===== src/rtl/mips_pkg.sv =====
// Shared decode constants and payload types for the MIPS decode stage.
// Contents: opcode and ALU-class constants, control bundle, ID/EX payload.
package mips_pkg;

  localparam int unsigned XLEN     = 32;
  localparam int unsigned REG_AW   = 5;
  localparam int unsigned NUM_REGS = 32;
  localparam int unsigned OP_W     = 6;
  localparam int unsigned ALUOP_W  = 2;

  localparam logic [OP_W-1:0] OP_RTYPE = 6'h00;
  localparam logic [OP_W-1:0] OP_LW    = 6'h23;
  localparam logic [OP_W-1:0] OP_SW    = 6'h2B;
  localparam logic [OP_W-1:0] OP_BEQ   = 6'h04;
  localparam logic [OP_W-1:0] OP_ADDI  = 6'h08;

  localparam logic [ALUOP_W-1:0] ALUOP_ADD   = 2'b00;
  localparam logic [ALUOP_W-1:0] ALUOP_SUB   = 2'b01;
  localparam logic [ALUOP_W-1:0] ALUOP_FUNCT = 2'b10;

  typedef struct packed {
    logic               reg_dst;
    logic               alu_src;
    logic               mem_read;
    logic               mem_write;
    logic               mem_to_reg;
    logic               reg_write;
    logic               branch;
    logic [ALUOP_W-1:0] alu_op;
  } ctrl_t;

  localparam ctrl_t CTRL_BUBBLE = '0;

  typedef struct packed {
    logic [XLEN-1:0]   new_pc;
    logic [XLEN-1:0]   read_data1;
    logic [XLEN-1:0]   read_data2;
    logic [XLEN-1:0]   sign_ext;
    logic [REG_AW-1:0] rs;
    logic [REG_AW-1:0] rt;
    logic [REG_AW-1:0] rd;
    ctrl_t             ctrl;
  } id_ex_t;

endpackage


===== src/rtl/bancoRegistradores.sv =====
// 32x32 register file: two combinational read ports, one write port.
// Ports: clk, rst_n, read addresses/data (rs/rt), write enable/address/data.
// $0 always reads zero; a read of the register being written returns the
// incoming write data in the same cycle.
module bancoRegistradores
  import mips_pkg::*;
(
  input  logic              clk,
  input  logic              rst_n,
  input  logic [REG_AW-1:0] raddr1_i,
  input  logic [REG_AW-1:0] raddr2_i,
  output logic [XLEN-1:0]   rdata1_c_o,
  output logic [XLEN-1:0]   rdata2_c_o,
  input  logic              we_i,
  input  logic [REG_AW-1:0] waddr_i,
  input  logic [XLEN-1:0]   wdata_i
);

  logic [XLEN-1:0] regs_q [NUM_REGS];
  logic            wr_en;

  assign wr_en = we_i && (waddr_i != '0);

  // Storage; $0 is never written.
  always_ff @(posedge clk or negedge rst_n) begin
    if (!rst_n) begin
      for (int i = 0; i < NUM_REGS; i++) begin
        regs_q[i] <= '0;
      end
    end else if (wr_en) begin
      regs_q[waddr_i] <= wdata_i;
    end
  end

  // Read ports with write-through bypass.
  always_comb begin
    rdata1_c_o = regs_q[raddr1_i];
    rdata2_c_o = regs_q[raddr2_i];
    if (wr_en && (waddr_i == raddr1_i)) rdata1_c_o = wdata_i;
    if (wr_en && (waddr_i == raddr2_i)) rdata2_c_o = wdata_i;
    if (raddr1_i == '0) rdata1_c_o = '0;
    if (raddr2_i == '0) rdata2_c_o = '0;
  end

endmodule


===== src/rtl/id_stage.sv =====
// MIPS decode stage: decode, register read, load-use hazard detection,
// branch squash and the ID/EX pipeline register.
// Ports: clk, reset (async active-low), IF/ID inputs, EX/MEM branch select,
// MEM/WB writeback port, combinational hazard, registered ID/EX outputs.
module id_stage
  import mips_pkg::*;
#(
  parameter bit NOP_ON_UNKNOWN = 1'b1
) (
  input  logic               clk,
  input  logic               reset,
  input  logic [XLEN-1:0]    IF_ID_instrSaida,
  input  logic [XLEN-1:0]    IF_ID_newPCout,
  input  logic               EX_MEM_select,
  input  logic               MEM_WB_regWrite,
  input  logic [REG_AW-1:0]  MEM_WB_writeReg,
  input  logic [XLEN-1:0]    MEM_WB_writeData,
  output logic               hazard,
  output logic [XLEN-1:0]    ID_EX_newPC,
  output logic [XLEN-1:0]    ID_EX_readData1,
  output logic [XLEN-1:0]    ID_EX_readData2,
  output logic [XLEN-1:0]    ID_EX_signExt,
  output logic [REG_AW-1:0]  ID_EX_rs,
  output logic [REG_AW-1:0]  ID_EX_rt,
  output logic [REG_AW-1:0]  ID_EX_rd,
  output logic               ID_EX_regDst,
  output logic               ID_EX_aluSrc,
  output logic               ID_EX_memRead,
  output logic               ID_EX_memWrite,
  output logic               ID_EX_memToReg,
  output logic               ID_EX_regWrite,
  output logic               ID_EX_branch,
  output logic [ALUOP_W-1:0] ID_EX_aluOp
);

  logic [OP_W-1:0]   opcode;
  logic [REG_AW-1:0] rs_f, rt_f, rd_f;
  logic [XLEN-1:0]   rs_data, rt_data;
  ctrl_t             ctrl_dec;
  logic              uses_rt;
  logic              load_use;
  logic              squash;
  logic              squash_pending_q;
  id_ex_t            id_ex_q, id_ex_d;

  assign opcode = IF_ID_instrSaida[31:26];
  assign rs_f   = IF_ID_instrSaida[25:21];
  assign rt_f   = IF_ID_instrSaida[20:16];
  assign rd_f   = IF_ID_instrSaida[15:11];

  bancoRegistradores u_regs (
    .clk        (clk),
    .rst_n      (reset),
    .raddr1_i   (rs_f),
    .raddr2_i   (rt_f),
    .rdata1_c_o (rs_data),
    .rdata2_c_o (rt_data),
    .we_i       (MEM_WB_regWrite),
    .waddr_i    (MEM_WB_writeReg),
    .wdata_i    (MEM_WB_writeData)
  );

  // Main control decode; the all-zero word is a bubble.
  always_comb begin
    ctrl_dec = CTRL_BUBBLE;
    case (opcode)
      OP_RTYPE: begin
        if (IF_ID_instrSaida != '0) begin
          ctrl_dec.reg_dst   = 1'b1;
          ctrl_dec.reg_write = 1'b1;
          ctrl_dec.alu_op    = ALUOP_FUNCT;
        end
      end
      OP_LW: begin
        ctrl_dec.alu_src    = 1'b1;
        ctrl_dec.mem_read   = 1'b1;
        ctrl_dec.mem_to_reg = 1'b1;
        ctrl_dec.reg_write  = 1'b1;
      end
      OP_SW: begin
        ctrl_dec.alu_src   = 1'b1;
        ctrl_dec.mem_write = 1'b1;
      end
      OP_BEQ: begin
        ctrl_dec.branch = 1'b1;
        ctrl_dec.alu_op = ALUOP_SUB;
      end
      OP_ADDI: begin
        ctrl_dec.alu_src   = 1'b1;
        ctrl_dec.reg_write = 1'b1;
        ctrl_dec.alu_op    = ALUOP_ADD;
      end
      default: begin
        // With the bubble option off, unknown opcodes fall through as R-type.
        if (!NOP_ON_UNKNOWN) begin
          ctrl_dec.reg_dst   = 1'b1;
          ctrl_dec.reg_write = 1'b1;
          ctrl_dec.alu_op    = ALUOP_FUNCT;
        end
      end
    endcase
  end

  // Only R-type, sw and beq actually consume rt as a source.
  assign uses_rt = (opcode == OP_RTYPE) || (opcode == OP_SW) || (opcode == OP_BEQ);

  assign load_use = id_ex_q.ctrl.mem_read && (id_ex_q.rt != '0) &&
                    ((id_ex_q.rt == rs_f) || ((id_ex_q.rt == rt_f) && uses_rt));

  // A redirect or a dead wrong-path instruction must not freeze fetch.
  assign hazard = load_use && !EX_MEM_select && !squash_pending_q;
  assign squash = load_use || EX_MEM_select || squash_pending_q;

  // Next ID/EX contents; a bubble clears control only.
  always_comb begin
    id_ex_d            = '0;
    id_ex_d.new_pc     = IF_ID_newPCout;
    id_ex_d.read_data1 = rs_data;
    id_ex_d.read_data2 = rt_data;
    id_ex_d.sign_ext   = {{16{IF_ID_instrSaida[15]}}, IF_ID_instrSaida[15:0]};
    id_ex_d.rs         = rs_f;
    id_ex_d.rt         = rt_f;
    id_ex_d.rd         = rd_f;
    id_ex_d.ctrl       = squash ? CTRL_BUBBLE : ctrl_dec;
  end

  // ID/EX register and the one-cycle wrong-path kill flag.
  always_ff @(posedge clk or negedge reset) begin
    if (!reset) begin
      id_ex_q          <= '0;
      squash_pending_q <= 1'b0;
    end else begin
      id_ex_q          <= id_ex_d;
      squash_pending_q <= EX_MEM_select;
    end
  end

  assign ID_EX_newPC     = id_ex_q.new_pc;
  assign ID_EX_readData1 = id_ex_q.read_data1;
  assign ID_EX_readData2 = id_ex_q.read_data2;
  assign ID_EX_signExt   = id_ex_q.sign_ext;
  assign ID_EX_rs        = id_ex_q.rs;
  assign ID_EX_rt        = id_ex_q.rt;
  assign ID_EX_rd        = id_ex_q.rd;
  assign ID_EX_regDst    = id_ex_q.ctrl.reg_dst;
  assign ID_EX_aluSrc    = id_ex_q.ctrl.alu_src;
  assign ID_EX_memRead   = id_ex_q.ctrl.mem_read;
  assign ID_EX_memWrite  = id_ex_q.ctrl.mem_write;
  assign ID_EX_memToReg  = id_ex_q.ctrl.mem_to_reg;
  assign ID_EX_regWrite  = id_ex_q.ctrl.reg_write;
  assign ID_EX_branch    = id_ex_q.ctrl.branch;
  assign ID_EX_aluOp     = id_ex_q.ctrl.alu_op;

endmodule


===== config.mk =====
export PLATFORM = sky130hd
export DESIGN_NAME = id_stage
export DESIGN_NICKNAME = d
export VERILOG_FILES = /design/src/rtl/mips_pkg.sv /design/src/rtl/bancoRegistradores.sv /design/src/rtl/id_stage.sv
export SDC_FILE = /design/constraint.sdc
export NUM_CORES = 2
export LEC_CHECK = 0
export CORE_ASPECT_RATIO = 0.9
export CORE_MARGIN = 3
export CORE_UTILIZATION = 30
export DETAILED_ROUTE_END_ITERATION = 8
export GPL_ROUTABILITY_DRIVEN = 0
export PLACE_DENSITY = 0.51
export SYNTH_ARGS = -nofsm -noshare
export SYNTH_HDL_FRONTEND = slang
export SYNTH_HIERARCHICAL = 1
export SYNTH_SLANG_ARGS = --single-unit

===== constraint.sdc =====
create_clock -name clk -period 1.8 [get_ports clk]
set_input_delay 0.18 -clock clk [delete_from_list [all_inputs] [get_ports clk]]
set_output_delay 0.18 -clock clk [all_outputs]
set_load 0.1 [all_outputs]

# Yosys cells after proc, flatten, opt, wreduce, memory -nomap -nowiden

Index checks and enable logic that the tools add are counted.

Flip-flop bits (word level): 1161
Memories kept: 0
Bits in read-only memories: 0
Bits in latches: 0
RAM bits: 0

Bitwise gates (word level): 3
Add/sub/neg operators: 0
Shift-type cells: 0
Eq/ne operators: 8
Reduce and logical (&&, ||, !) cells: 24
Multipliers: 0
Order comparisons: 4
Multiplexer cells: 23
Divide/modulo/power cells: 0

Operator list:

| kind                 | count |
|---|---|
| $bwmux W1024         | 1 |
| $bmux W32 S5         | 2 |
| $mux W32             | 9 |
| $demux W32 S5        | 1 |
| $reduce_bool A32 Y1  | 1 |
| $eq A5 B5 Y1         | 4 |
| $ge A6 B6 Y1 const B | 3 |
| $not A5 Y6           | 3 |
| $eq A6 B6 Y1 const B | 2 |
| $logic_not A5 Y1     | 2 |
| $reduce_bool A5 Y1   | 2 |
| $logic_and A1 B1 Y1  | 9 |
| $mux W9              | 1 |
| $eq A6 B3 Y1 const B | 1 |
| $eq A6 B4 Y1 const B | 1 |
| $logic_not A6 Y1     | 1 |
| $lt A6 B1 Y1 const B | 1 |
| $mux W1              | 6 |
| $logic_or A1 B1 Y1   | 5 |
| $pmux W2 S2          | 1 |
| $reduce_or A3 Y1     | 1 |
| $logic_not A1 Y1     | 2 |
| $mux W2              | 1 |
| $pmux W1 S2          | 1 |
| $reduce_or A2 Y1     | 1 |

# Depth between registers and ports, before layout

Depth in word-level cells: 9
Mapped depth: 9

# By module

Netlist, hierarchy kept.

By module, submodules not included:

| module             | cells an instance | sequential area each (um2) | times used | area each (um2) |
|---|---|---|---|---|
| bancoRegistradores | 3945              | 25624.6                    | 1          | 55822.3 |
| id_stage           | 203               | 3278.1                     | 1          | 3819.9 |

# Worst setup path after synthesis

OpenSTA, ideal clock, no wires.

Path type: register -> output
Start: register id_ex_q, in the netlist ID_EX_rt[1]
End: output port hazard
Setup slack: -1.185 ns
Stages on the path, launching flop included: 5
Data required time: 1.620 ns
Arrival time: 2.805 ns
Cells stage by stage: dfrtp_1 or4_1 o21ai_2 nor4_2 o21a_1

Word-level cells in the longest chain between the ends: 6
Elaborated cells between the ends (all ways): 9

Ends and longest elaborated chain:

| what                                | line            | source |
|---|---|---|
| from (decl)                         | id_stage.sv:44  | `id_ex_t id_ex_q, id_ex_d;` |
| from (signal assigned)              | id_stage.sv:133 | `id_ex_q <= id_ex_d;` |
| $eq A5 B5 Y1                        | id_stage.sv:108 | `((id_ex_q.rt == rs_f) \|\| ((id_ex_q.rt == rt_f) && uses_rt));` |
| $logic_and A1 B1 Y1                 | id_stage.sv:108 |  |
| $logic_or A1 B1 Y1                  | id_stage.sv:108 |  |
| $logic_and A1 B1 Y1 *               | id_stage.sv:107 | `assign load_use = id_ex_q.ctrl.mem_read && (id_ex_q.rt != '0) &&` |
| $logic_and A1 B1 Y1 * (2 in series) | id_stage.sv:111 | `assign hazard = load_use && !EX_MEM_select && !squash_pending_q;` |
| to (decl)                           | id_stage.sv:18  | `output logic hazard,` |

Every way passes the cells marked *; elsewhere a longest branch is shown, timed or not.

# Final worst setup path

Ends and elaborated chain as after synthesis.

==> impl_metrics.toml <==
[sta]
setup_viol = 24
max_freq_mhz = 371
skew_ns = 0.0198
worst_slack_ns = -0.899
worst_pin_slew_ns = 0.730
post-route-period-util = 1.50
slew_headroom = 0.512
hold_slack_ns = 0.0873
min_period_ns = 2.70
rsz0062_at_grt = "yes"
finalMaxSlewViolations = 0
hold_viol = 0
fin_tns_setup_ns = -3.21

[clock_tree]
cts_inserted_buffers = 140
clkTransAtPathRegs_ns = 0.06
clock_path_buffers = 3
insertion_delay_ns = 0.80
clockRootBuffer = "clkbuf_16"
cts-htree-levels = 4
cts_sinks = 1155
cts_tree = "built"

[worst_setup_path]
path_class = "flop to primary output"
cp.arrival_ns = 2.52
reg2reg_slack_ns = -0.34
cp-end-kind = "primary output"
reg2reg_to = "ID_EX_regWrite"
timing.critical_path.from = "ID_EX_rt[1]"
crit_path_max_fanout = 2
r2r_start = "ID_EX_rt[1]"
rr_worst_depth = 8
startpoint_type = "flop"
required_ns = 1.62

[final_layout]
final_cells = 7728
layout-drive-gt1-share = 0.531
stdcell_area_um2 = 78700
antenna-diode-count = 0
finalNetCount = 5076
area_growth_pct = 32.0

[power]
irDropWorstVdd_mv = 1.02
total_power_mw = 84.0
power.density_nw_per_um2 = 1070
power.leakage_nw = 34.6

[synthesis]
yosysWarnings = 6
syn_nets = 4253
synth_edf_count = 0
syn_inst = 4148
ys_async_sr_fraction = 1.00
synth_seq_cells = 1155
synth_area_um2 = 59600
seq_area_frac_synth = 0.485
synth.avg_cell_area_um2 = 14.4
synth-main-ff-cell = "dfrtp_1"
synth.distinct_cells = 71

[global_route]
grt_pass1_vias = 43700
grtUsageTotal = 0.230
grt_max_degree = 89
antenna_found_initial = 4
grt_pass1_wl_mm = 338
overflow = 0

[floorplanning]
start_util = 0.303
design.core.area_um2 = 197000
dieHeight_um = 429
io_pins = 258
die-area_um2 = 204000
die_x_um = 476
std_cell_rows = 154

[place]
place_area_um2 = 72400
hpwlAfterDp_mm = 163
dp.cells = 7423
port_buffers = 257

[flow_run]
maxCapViolCount = 0

[hold_path]
min_path_cells = 3
min_path_type = "input pin to flop"
holdPathEnd = "ID_EX_rt[2]"
min_from = "IF_ID_instrSaida[18]"

[routing]
drt-pass1-iter-count = 6
drc_errors = 0
route.detailed.wl_per_inst_um = 30.6
drtIter0Drc = 3714
viasPerCell = 5.48
dr_total_vias = 42400
drt_wl_total_mm = 237
ant_nets = 0

[run_status]
status = "finished with violations"
failed_checks = "negative setup slack"
## flip-flops by register name, indices dropped and copies added (netlist names), 2 cells and up
register and count:
ID_EX_readData2 32, ID_EX_rd 5, ID_EX_aluOp 2, ID_EX_rt 5, ID_EX_signExt 11, ID_EX_rs 5
ID_EX_readData1 32, ID_EX_newPC 32, u_regs/regs_q 1024
## stage by stage
| stage | utilization | setup slack, ns |
|---|---|---|
| 2_1_floorplan | - | -0.404 |
| 3_3_place_gp | 0.368 | -0.905 |
| 3_5_place_dp | 0.368 | -0.935 |
| 4_1_cts | 0.398 | -0.974 |
| 5_1_grt | 0.400 | -0.990 |
| 6_report | 0.400 | -0.899 |
## per-layer routing
layer | share of wire | wire length (um) | global-route usage | vias up
li1 | - | - | - | 17600
met1 | 0.44 | 105000 | 0.323 | 22800
met2 | 0.46 | 109000 | 0.362 | 1558
met3 | 0.059 | 14100 | 0.0372 | 374
met4 | 0.036 | 8570 | 0.0740 | 0
met5 | 0 | 0 | 0 | -
## logic make-up after synthesis
kind of cell	count (synthesis)	synth area share
compound gates	488	0.0586
xor+xnor	20	0.00294
buf+inv	472	0.0429
flops	1155	0.485
mux	1733	0.387
simple gates	280	0.0243
## how the worst max path moves through the flow
stage,to,slack (ns),cells after the start
global route,hazard,-0.99,5
CTS,hazard,-0.97,5
global placement,ID_EX_readData2[29],-0.91,11
finish,hazard,-0.90,5
floorplan,hazard,-0.40,5
detailed placement,ID_EX_readData2[29],-0.94,11
## cell type report
type | instances | area (um2)
tap | 2652 | 3320
timing repair buffer | 1145 | 12400
sequential | 1155 | 28900
inverter | 8 | 30.0
clock buffer | 196 | 4030
fill | 18300 | 118000
multi-input combinational | 2521 | 29300
clock inverter | 51 | 714
## placed cells by master (no fill, tap or decap), types with 58 or more instances in the layout
master	count
dfrtp_1	1139
mux2_2	942
buf_4	699
mux4_2	346
mux2i_1	264
buf_12	260
mux2_1	162
clkbuf_16	140
o22ai_1	98
clkdlybuf4s50_1	93
nor2_1	61
dlygate4sd3_1	58
## worst max-delay path: stages, from the launching register on
cell and delay, ns:
dfrtp_4 0.47, or4_4 0.55, o21ai_4 0.13, and4b_4 0.22, o21a_4 0.20, buf_12 0.16
## where the power goes
part           internal [mW]  total, mW  switching, mW
Sequential              30.7       34.2           3.49
Combinational           10.7       20.6           9.81
Clock                   17.1       29.3           12.2
Total                   58.5       84.0           25.5
## synth_stat cells (all sizes together) (3+ instances only)
cell,n,area (um2)
nand2b,12,75.1
a211oi,29,218
nor3b,8,60.1
a22oi,49,368
a21oi,59,295
xor2,9,78.8
inv,7,26.3
or3,5,31.3
mux4,346,7800
nor2,85,322
xnor2,11,96.3
a211o,7,61.3
nor3,31,170
or3b,4,35.0
o211ai,10,75.1
nand2,52,195
mux2i,283,2830
a31oi,7,43.8
o22a,7,61.3
buf,264,1780
nor2b,16,100
nand3,7,35.0
nand3b,7,52.6
dfrtp,1155,28900
nand4,4,25.0
or2,6,37.5
mux2,1104,12400
a311oi,19,166
o32ai,3,26.3
and2,3,18.8
a221o,25,250
a221oi,55,557
nor4,29,188
o21ai,78,394
o22ai,105,657
a2111oi,20,195
a21o,3,22.5
o221ai,5,43.8
clkbuf,200,751
## timing repair
item                       in CTS  in global routing
hold endpoints to repair     1212                  0
hold buffers                   59                  0
gates resized for setup       126                 77
setup endpoints to repair      71                 67
pin swaps                      42                 47
cloned                          1                  0
buffers inserted               12                  6
Note: power is estimated with default switching activity, not from simulation.
